==> src/rtl/riscv_pkg.sv <==
// riscv_pkg: shared constants for the fetch stage.
//   Holds the opcode constants used by the predecoder, the NOP word that fills an
//   empty instruction register, and the fetch FSM state encoding.
package riscv_pkg;

   localparam logic [6:0] OPC_LOAD   = 7'b0000011;
   localparam logic [6:0] OPC_STORE  = 7'b0100011;
   localparam logic [6:0] OPC_BRANCH = 7'b1100011;
   localparam logic [6:0] OPC_JALR   = 7'b1100111;

   // addi x0,x0,0
   localparam logic [31:0] NOP_INSTR = 32'h00000013;

   typedef enum logic [1:0] {
      S_REQ  = 2'd0,
      S_WAIT = 2'd1,
      S_HOLD = 2'd2
   } fetch_state_t;

endpackage

==> src/rtl/fetch_stage_if.sv <==
// fetch_stage_if: instruction-memory request/response bus.
//   req/addr   : fetch request and address (master -> memory)
//   ready      : memory accepts the request this cycle (req && ready = accept)
//   rvalid     : response valid, one per accepted request
//   rdata      : 32-bit instruction word
interface fetch_stage_if #(
   parameter int XLEN = 64
);

   logic            req;
   logic [XLEN-1:0] addr;
   logic            ready;
   logic            rvalid;
   logic [31:0]     rdata;

   modport master (output req, addr, input ready, rvalid, rdata);
   modport slave  (input req, addr, output ready, rvalid, rdata);

endinterface

==> src/rtl/instr_predecode.sv <==
// instr_predecode: combinational opcode classifier.
//   opcode    in  7  instruction bits [6:0]
//   is_load   out 1  load opcode
//   is_store  out 1  store opcode
//   is_branch out 1  conditional branch opcode
//   is_jump   out 1  JALR opcode (I-type immediate)
// At most one output is set; any other opcode gives all zero.
module instr_predecode
   import riscv_pkg::*;
(
   input  logic [6:0] opcode,
   output logic       is_load,
   output logic       is_store,
   output logic       is_branch,
   output logic       is_jump
);

   assign is_load   = (opcode == OPC_LOAD);
   assign is_store  = (opcode == OPC_STORE);
   assign is_branch = (opcode == OPC_BRANCH);
   assign is_jump   = (opcode == OPC_JALR);

endmodule

==> src/rtl/fetch_stage.sv <==
// fetch_stage: multicycle instruction fetch.
//   clk, reset       clock, synchronous active-high reset
//   imem             instruction-memory bus (master side)
//   instr_out/pc_out instruction register and its PC
//   instr_valid      instr_out/pc_out/flags valid for decode
//   decode_ready     decode consumes the instruction when instr_valid is high
//   isLoad..isJump   predecoded opcode class of instr_out
//   redirect_valid   replace the PC with redirect_pc (low two bits forced 0)
// One request is outstanding at a time: S_REQ issues it, S_WAIT collects the
// response, S_HOLD presents it to decode. All outputs are registered.
module fetch_stage #(
   parameter int              XLEN      = 64,
   parameter logic [XLEN-1:0] RESET_PC  = '0,
   parameter logic [31:0]     NOP_INSTR = riscv_pkg::NOP_INSTR
) (
   input  logic              clk,
   input  logic              reset,
   fetch_stage_if.master     imem,
   output logic [31:0]       instr_out,
   output logic [XLEN-1:0]   pc_out,
   output logic              instr_valid,
   input  logic              decode_ready,
   output logic              isLoad,
   output logic              isStore,
   output logic              isBranch,
   output logic              isJump,
   input  logic              redirect_valid,
   input  logic [XLEN-1:0]   redirect_pc
);

   import riscv_pkg::*;

   fetch_state_t    state;
   logic [XLEN-1:0] pc;
   logic            drop;   // response of the outstanding request must be discarded

   logic [XLEN-1:0] redir_pc;
   logic [XLEN-1:0] pc_next;
   logic            accept;
   logic            pd_load, pd_store, pd_branch, pd_jump;

   assign redir_pc = {redirect_pc[XLEN-1:2], 2'b00};
   assign pc_next  = pc + XLEN'(4);   // wraps modulo 2^XLEN
   assign accept   = imem.req && imem.ready;

   instr_predecode u_predecode (
      .opcode    (imem.rdata[6:0]),
      .is_load   (pd_load),
      .is_store  (pd_store),
      .is_branch (pd_branch),
      .is_jump   (pd_jump)
   );

   // Every transition back into S_REQ also raises imem.req with the new address,
   // so a handoff or discarded response costs only one cycle before the next fetch.
   always_ff @(posedge clk) begin
      if (reset) begin
         state       <= S_REQ;
         pc          <= RESET_PC;
         drop        <= 1'b0;
         imem.req    <= 1'b0;
         imem.addr   <= RESET_PC;
         instr_out   <= NOP_INSTR;
         pc_out      <= RESET_PC;
         instr_valid <= 1'b0;
         isLoad      <= 1'b0;
         isStore     <= 1'b0;
         isBranch    <= 1'b0;
         isJump      <= 1'b0;
      end else begin
         case (state)
            S_REQ: begin
               if (redirect_valid) begin
                  pc <= redir_pc;
                  if (accept) begin
                     // The accepted request targets the old PC; throw its data away.
                     state    <= S_WAIT;
                     drop     <= 1'b1;
                     imem.req <= 1'b0;
                  end else begin
                     imem.req  <= 1'b1;
                     imem.addr <= redir_pc;
                  end
               end else if (accept) begin
                  state    <= S_WAIT;
                  imem.req <= 1'b0;
               end else begin
                  imem.req  <= 1'b1;
                  imem.addr <= pc;
               end
            end

            S_WAIT: begin
               if (redirect_valid) begin
                  pc <= redir_pc;
                  if (imem.rvalid) begin
                     state     <= S_REQ;
                     drop      <= 1'b0;
                     imem.req  <= 1'b1;
                     imem.addr <= redir_pc;
                  end else begin
                     drop <= 1'b1;
                  end
               end else if (imem.rvalid) begin
                  if (drop) begin
                     state     <= S_REQ;
                     drop      <= 1'b0;
                     imem.req  <= 1'b1;
                     imem.addr <= pc;
                  end else begin
                     state       <= S_HOLD;
                     instr_out   <= imem.rdata;
                     pc_out      <= pc;
                     instr_valid <= 1'b1;
                     isLoad      <= pd_load;
                     isStore     <= pd_store;
                     isBranch    <= pd_branch;
                     isJump      <= pd_jump;
                  end
               end
            end

            S_HOLD: begin
               // Redirect wins over a same-cycle handoff: no +4.
               if (redirect_valid || decode_ready) begin
                  state       <= S_REQ;
                  instr_out   <= NOP_INSTR;
                  instr_valid <= 1'b0;
                  isLoad      <= 1'b0;
                  isStore     <= 1'b0;
                  isBranch    <= 1'b0;
                  isJump      <= 1'b0;
                  imem.req    <= 1'b1;
                  if (redirect_valid) begin
                     pc        <= redir_pc;
                     imem.addr <= redir_pc;
                  end else begin
                     pc        <= pc_next;
                     imem.addr <= pc_next;
                  end
               end
            end

            default: begin
               state    <= S_REQ;
               imem.req <= 1'b0;
            end
         endcase
      end
   end

endmodule

==> src/flat_wrapper.sv <==
// flat-port wrapper written by rule: the top's interface ports become plain ports
module fetch_stage_flat import riscv_pkg::*;
#(
   parameter int              XLEN      = 64,
   parameter logic [XLEN-1:0] RESET_PC  = '0,
   parameter logic [31:0]     NOP_INSTR = riscv_pkg::NOP_INSTR
)
  (clk, reset, instr_out, pc_out, instr_valid, decode_ready, isLoad, isStore, isBranch, isJump, redirect_valid, redirect_pc, imem_req, imem_addr, imem_ready, imem_rvalid, imem_rdata);
  fetch_stage_if #(.XLEN(XLEN)) imem_i ();
  input  logic clk;
  input  logic reset;
  output logic [31:0] instr_out;
  output logic [XLEN-1:0] pc_out;
  output logic instr_valid;
  input  logic decode_ready;
  output logic isLoad;
  output logic isStore;
  output logic isBranch;
  output logic isJump;
  input  logic redirect_valid;
  input  logic [XLEN-1:0] redirect_pc;
  output wire logic [$bits(imem_i.req)-1:0] imem_req;
  output wire logic [$bits(imem_i.addr)-1:0] imem_addr;
  input wire logic [$bits(imem_i.ready)-1:0] imem_ready;
  input wire logic [$bits(imem_i.rvalid)-1:0] imem_rvalid;
  input wire logic [$bits(imem_i.rdata)-1:0] imem_rdata;
  assign imem_req = imem_i.req;
  assign imem_addr = imem_i.addr;
  assign imem_i.ready = imem_ready;
  assign imem_i.rvalid = imem_rvalid;
  assign imem_i.rdata = imem_rdata;
  fetch_stage #(.XLEN(XLEN), .RESET_PC(RESET_PC), .NOP_INSTR(NOP_INSTR)) u_core (.clk(clk), .reset(reset), .imem(imem_i), .instr_out(instr_out), .pc_out(pc_out), .instr_valid(instr_valid), .decode_ready(decode_ready), .isLoad(isLoad), .isStore(isStore), .isBranch(isBranch), .isJump(isJump), .redirect_valid(redirect_valid), .redirect_pc(redirect_pc));
endmodule
==> config.mk <==
export PLATFORM = sky130hd
export DESIGN_NAME = fetch_stage_flat
export DESIGN_NICKNAME = d
export VERILOG_FILES = /design/src/rtl/riscv_pkg.sv /design/src/rtl/fetch_stage_if.sv /design/src/rtl/instr_predecode.sv /design/src/rtl/fetch_stage.sv /design/src/flat_wrapper.sv
export SDC_FILE = /design/constraint.sdc
export NUM_CORES = 1
export LEC_CHECK = 0
export CELL_PAD_IN_SITES_DETAIL_PLACEMENT = 0
export CELL_PAD_IN_SITES_GLOBAL_PLACEMENT = 1
export CORE_MARGIN = 5
export CORE_UTILIZATION = 46
export CTS_CLUSTER_DIAMETER = 150
export DETAILED_ROUTE_END_ITERATION = 16
export DONT_BUFFER_PORTS = 1
export PLACE_DENSITY = 0.77
export SETUP_SLACK_MARGIN = 0.4
export SKIP_CTS_REPAIR_TIMING = 1
export SLEW_MARGIN = 10
export SYNTH_ARGS = -nofsm -noshare
export SYNTH_HDL_FRONTEND = slang
export SYNTH_SLANG_ARGS = --single-unit
==> constraint.sdc <==
create_clock -name clk -period 3.5 [get_ports clk]
set_clock_uncertainty 0.15 [all_clocks]
set_input_delay 0.7 -clock clk [delete_from_list [all_inputs] [get_ports clk]]
set_output_delay 0.7 -clock clk [all_outputs]
set_load 0.02 [all_outputs]
# After elaboration in Yosys (flattened, before gate mapping)
# Cells that the tools add are included.
[totals]
wordCells = 104
out_inout_bits = 166
regBits = 233
[op_classes]
n_eq_ne = 16
n_reduce_logical = 15
add_sub_neg = 1
mux = 58
bitwise = 2
[op_table]
columns = ["operator", "n"]
rows = [
  ["64-bit 2-to-1 mux", 10],
  ["64-bit case mux with 3 select lines", 1],
  ["32-bit 2-to-1 mux", 4],
  ["64-bit case mux with 2 select lines", 1],
  ["64-bit by 3-bit adder with 64-bit output (second input constant)", 1],
  ["32-bit case mux with 2 select lines", 1],
  ["1-bit 2-to-1 mux", 27],
  ["7-bit equality test (second input constant)", 2],
  ["2-bit 2-to-1 mux", 6],
  ["1-bit case mux with 2 select lines", 6],
  ["2-bit != test (second input constant)", 5],
  ["5-bit AND reduction", 2],
  ["3-bit AND reduction", 3],
  ["4-bit AND reduction", 2],
  ["7-bit by 2-bit equality test with 1-bit output (second input constant)", 1],
  ["7-bit by 6-bit equality test with 1-bit output (second input constant)", 1],
  ["2-bit by 1-bit != test with 1-bit output (second input constant)", 3],
  ["2-bit case mux with 3 select lines", 1],
  ["2-bit nonzero test", 3],
  ["3-bit by 2-bit != test with 1-bit output (second input constant)", 1],
  ["3-bit != test (second input constant)", 1],
  ["1-bit case mux with 3 select lines", 1],
  ["3-bit nonzero test", 1],
  ["2-bit by 1-bit equality test with 1-bit output (second input constant)", 1],
  ["6 further kinds", 7],
]

# Longest topological paths before layout
[depth]
word_depth = 5
mapped_depth = 11
depth_no_buf = 8

# By module
# Synthesis repeated with hierarchy kept, for this count alone.
[hier_totals]
hier_cells = 1658
area_unflattened_um2 = 12197.9
[by_module_without_submodules]
columns = ["module", "instances", "seq_area_each_um2", "cells_each", "area_each_um2"]
rows = [
  ["fetch_stage", 1, 4664.5, 1649, 12099.1],
  ["instr_predecode", 1, 0.0, 9, 98.8],
]

# Worst setup path after synthesis
# OpenSTA, ideal clock, no wires.
[synth_timing]
kind = "register to register"
startpoint = "register u_core.pc[3]"
endpoint = "register u_core.imem.addr[50]"
synth_period_minus_slack_ns = 2.463
setup_time_ns = 0.132
setup_slack_ns = 1.037
n_path_buf = 1
path_stages_with_launch = 9
arrival_time_ns = 2.181
cell_sequence = "dfxtp_1 ha_1 and3_1 nand4_2 or4_1 buf_2 o31a_1 o221ai_1 a21oi_1"
[synth_between]
elab_chain_len = 4
[synth_rtl]
columns = ["element", "line_no", "source"]
rows = [
  ["start, declared", "fetch_stage.sv:34", "logic [XLEN-1:0] pc;"],
  ["start signal, assigned", "fetch_stage.sv:74", "pc <= redir_pc;"],
  ["start signal, assigned", "fetch_stage.sv:95", "pc <= redir_pc;"],
  ["start signal, assigned", "fetch_stage.sv:135", "pc <= redir_pc;"],
  ["64-bit by 3-bit adder with 64-bit output", "fetch_stage.sv:43", "assign pc_next = pc + XLEN'(4);"],
  ["64-bit 2-to-1 mux", "fetch_stage.sv:134", "if (redirect_valid) begin"],
  ["64-bit 2-to-1 mux", "fetch_stage.sv:125", "if (redirect_valid || decode_ready) begin"],
  ["64-bit case mux with 3 select lines", "fetch_stage.sv:71", "case (state)"],
  ["end signal, assigned", "fetch_stage.sv:82", "imem.addr <= redir_pc;"],
  ["end signal, assigned", "fetch_stage.sv:136", "imem.addr <= redir_pc;"],
  ["end signal, assigned", "fetch_stage.sv:139", "imem.addr <= pc_next;"],
  ["end, declared", "fetch_stage_if.sv:16", "modport master (output req, addr, input ready, rvalid, rdata);"],
]
# Every way passes these cells. The select of a mux whose other input is x is not followed.
# A chain may end at the register's enable or synchronous reset.

# Worst setup path in the final report
[layout_timing]
startpoint = "register u_core.pc[2]"
endpoint = "register u_core.pc[42]"
[layout_between]
elab_chain_len = 4
[layout_rtl]
columns = ["element", "line_no"]
rows = [
  ["64-bit by 3-bit adder with 64-bit output", "fetch_stage.sv:43"],
  ["64-bit 2-to-1 mux", "fetch_stage.sv:134"],
  ["64-bit 2-to-1 mux", "fetch_stage.sv:125"],
  ["64-bit case mux with 2 select lines", "fetch_stage.sv:71"],
]
# Every way passes these cells. The select of a mux whose other input is x is not followed.

==> key figures <==
Synthesis
  • Synth async-reset ratio: 0
  • Avg Cell Area, Syn: between 7 and 8 µm²
  • Synth warnings: 0
  • Cell with the most instances after synthesis: nand2_1
  • Synth Flop Type: dfxtp_1
  • Number of synthesized flops with an enable pin: 0
  • Synth top area cells: dfxtp_1 (38%), nand2_1 (8.7%), a21oi_1 (7.7%)
  • Seq/Total Area, Yosys: 0.3822
  • Post-Syn Area: ~12000 µm²
  • Leading area contributor after synthesis: dfxtp_1
  • Syn nets: roughly 1.8k
  • Top-area cell type share of the netlist area: 0.3822
  • Mapped Cells: around 1.6k
  • Synth top cells by count: nand2_1 (283), dfxtp_1 (233), a21oi_1 (188), nor2_1 (132), clkbuf_1 (130)
  • Yosys reg bits: approximately 230
  • Netlist cell types: 70

Layout
  • ANT cells: 0
  • Final instance area: approximately 13000 µm²
  • Finished Layout Cells: 1905
  • Layout cells sized above 1: 0.07197
  • Area Growth Syn to Fin: 8.982%
  • Fin nets: 1657

Worst setup path
  • Slowest CP cell: or4_1
  • WP data required: around 3.8 ns
  • CP cell instances: ha_1 -> and3_1 -> nand4_2 -> or4_1 -> o41ai_1 -> nand2_1 -> a21oi_1
  • Register-to-Register Path Depth: 7
  • Bufs and invs on worst path: 0
  • Crit-path leading delay family: simple AND/OR/NAND/NOR gates
  • Maximum fanout along the worst path: 8
  • Startpoint types: register
  • Reg2reg end: u_core.pc[42]$_SDFFE_PP0P_
  • CP arrival: about 3.3 ns
  • Largest stage delay, worst path: around 0.84 ns
  • RR Startpoint: u_core.pc[2]$_SDFFE_PP0P_
  • CP Capture Type: register
  • R2R setup slack: 0.53 ns
  • Worst Path Class, Setup: reg -> reg

Timing
  • RSZ-0062 raised after global routing: false
  • Period utilisation layout: 0.8499
  • Time the worst path needs with I/O delays and setup: just under 3 ns
  • Worst Tran Pin Value: 0.8478 ns
  • Slew margin rel.: 0.4327
  • Fin. Hold Viols: 0
  • Final setup viols: 0
  • Final hold slack: about 0.098 ns
  • Setup TNS: 0 ns
  • Fin. max-slew vios: 0
  • Max Freq: between 0.3 and 0.4 GHz

GRT
  • Global-route wire length before repair: between 60000 and 70000 µm
  • All-Layer GR Usage: 0.2741
  • Initial antenna violation count: 0
  • Grt total ovfl: 0
  • Largest net degree at the start of global routing: just over 200
  • Vias in the first global route: approximately 11k

Power
  • Sequential Power Share: 0.460
  • Leakage: about 4.8 nW
  • Sw power: ~1.9 mW
  • Gate power share: 0.105
  • Pwr Total: ~6.8 mW
  • Sw Share: 0.2833
  • Power per cell area: 513.8 nW/µm²
  • Pint: 4.897 mW
  • Clock power share: 0.435
  • Peak VDD IR: approximately 0.00046 V

Routing
  • Per-cell routed wire length: between 20 and 25 µm
  • DRT iter0 DRCs: 1320
  • Total Wirelength: 43790 µm
  • Via count: 12.11k
  • Routed vias/inst: 6.357
  • DR pass1 iterations: 5
  • ANT nets after route: 0
  • Residual DRC: 0

CTS
  • Worst-Skew Late Latency: 0.54 ns
  • CTS tree: done
  • CTS Buf Count: 27
  • Htree depth: 1
  • Clock Tree Buf Depth: 3
  • Clk pin slew, worst setup/hold paths: around 0.060 ns
  • Clock root buffer: clkbuf_16
  • CTS sink count: around 230

Place
  • Final RePlAce weighted congestion: 0.8983
  • Post-DP HPWL: a little under 30000 µm
  • I/O Buffers: 0
  • Placed inst area: about 12000 µm²
  • DP Cell Count: 1856

Die
  • Core footprint: approximately 26000 µm²
  • Die Y: 172.9 µm
  • Die width: 172.9 µm
  • Boundary Pins: around 270
  • Cell Rows: around 60
  • Initial Util: 0.4683
  • Die Area: about 30000 µm²

Job
  • Max-Cap Viols: 0

Worst hold path
  • Hold Path End: u_core.pc_out[38]$_SDFFE_PP0P_
  • Hold path startpoint: reset
  • Hold path depth: 1
  • Min-delay worst type: in -> reg

Status
  • Outcome: finished clean
==> through the flow <==
step	setup WS [ns]	utilization
floorplan	1.037	-
global placement	0.5906	0.4746
detailed placement	0.6076	0.4746
CTS	0.5732	0.5101
global route	0.4441	0.5103
finish	0.5253	0.5103
==> metal layers <==
layer / wire (µm) / GRT usage / share of wire
met1: 18290 / 0.3712 / 0.42
met2: 19520 / 0.4236 / 0.45
met3: 4936 / 0.09017 / 0.11
met4: 1042 / 0.07009 / 0.024
met5: 0 / 0 / 0
==> area by class of cell <==
type	instances	area (µm²)
Tap cell	335	419.2
Inverter	14	52.55
Sequential cell	233	4664
Clock inverter	11	157.7
Multi-Input combinational cell	1230	6870
Clock buffer	38	767.0
Timing Repair Buffer	44	367.9
Fill cell	2603	12760
==> cells by family after synthesis <==
| group | after synthesis | share of synthesized area |
|---|---|---|
| flip-flops | 233 | 0.3822 |
| buffers and inverters | 181 | 0.05885 |
| AND/OR/NAND/NOR | 708 | 0.2821 |
| AO/OA/AOI/OAI | 463 | 0.2317 |
| multiplexers | 12 | 0.009844 |
| adder cells (fa/ha/maj) | 5 | 0.005127 |
| XOR/XNOR | 42 | 0.03014 |
==> worst reg2reg max path: stages (launching register included) <==
cell     delay, ns
dfxtp_1       0.48
ha_1          0.28
and3_1        0.30
nand4_2       0.16
or4_1         0.84
o41ai_1       0.41
nand2_1       0.09
a21oi_1       0.19
==> cell usage in the layout (no fill, tap or decap), drive strengths merged, types with 14 or more instances in the layout <==
master and instances:
o21ai 98, a21oi 188, and4 22, xor2 23
nor4 24, clkbuf 38, buf 44, o22ai 15
a31oi 19, nor3 28, xnor2 19, a22oi 14
nand4 41, nand3 56, nand2 283, and3 69
or3 14, nor2 132, dfxtp 233
==> power groups by stage <==
stage	registers (mW)	clock network, mW	logic, mW
final	3.14	2.97	0.720
after CTS	3.14	3.02	0.711
after global routing	3.17	3.14	0.794
after global placement	3.20	0	0.697
after detailed placement	3.20	0	0.708
after floorplan	3.08	0	0.610
==> sequential cells by signal, summed over array words and instances (netlist names) <==
name and cells:
u_core.isStore 1, u_core.isJump 1, u_core.pc 64, u_core.state 2, u_core.drop 1, u_core.isBranch 1, u_core.imem.addr 64, u_core.pc_out 64
u_core.instr_out 32, u_core.instr_valid 1, u_core.imem.req 1, u_core.isLoad 1
==> worst max-delay path by stage <==
| stage | start | to | slack [ns] | cells after the start |
|---|---|---|---|---|
| 2_1_floorplan | u_core.pc[3]$_SDFFE_PP0P_ | u_core.imem.addr[50]$_SDFFE_PP0P_ | 1.04 | 8 |
| 3_3_place_gp | u_core.pc[2]$_SDFFE_PP0P_ | u_core.imem.addr[56]$_SDFFE_PP0P_ | 0.59 | 7 |
| 3_5_place_dp | u_core.pc[2]$_SDFFE_PP0P_ | u_core.imem.addr[56]$_SDFFE_PP0P_ | 0.61 | 7 |
| 4_1_cts | u_core.pc[2]$_SDFFE_PP0P_ | u_core.imem.addr[56]$_SDFFE_PP0P_ | 0.57 | 7 |
| 5_1_grt | u_core.pc[2]$_SDFFE_PP0P_ | u_core.imem.addr[52]$_SDFFE_PP0P_ | 0.44 | 7 |
| 6_report | u_core.pc[2]$_SDFFE_PP0P_ | u_core.pc[42]$_SDFFE_PP0P_ | 0.53 | 7 |
Power figures use the tool's default switching activity.
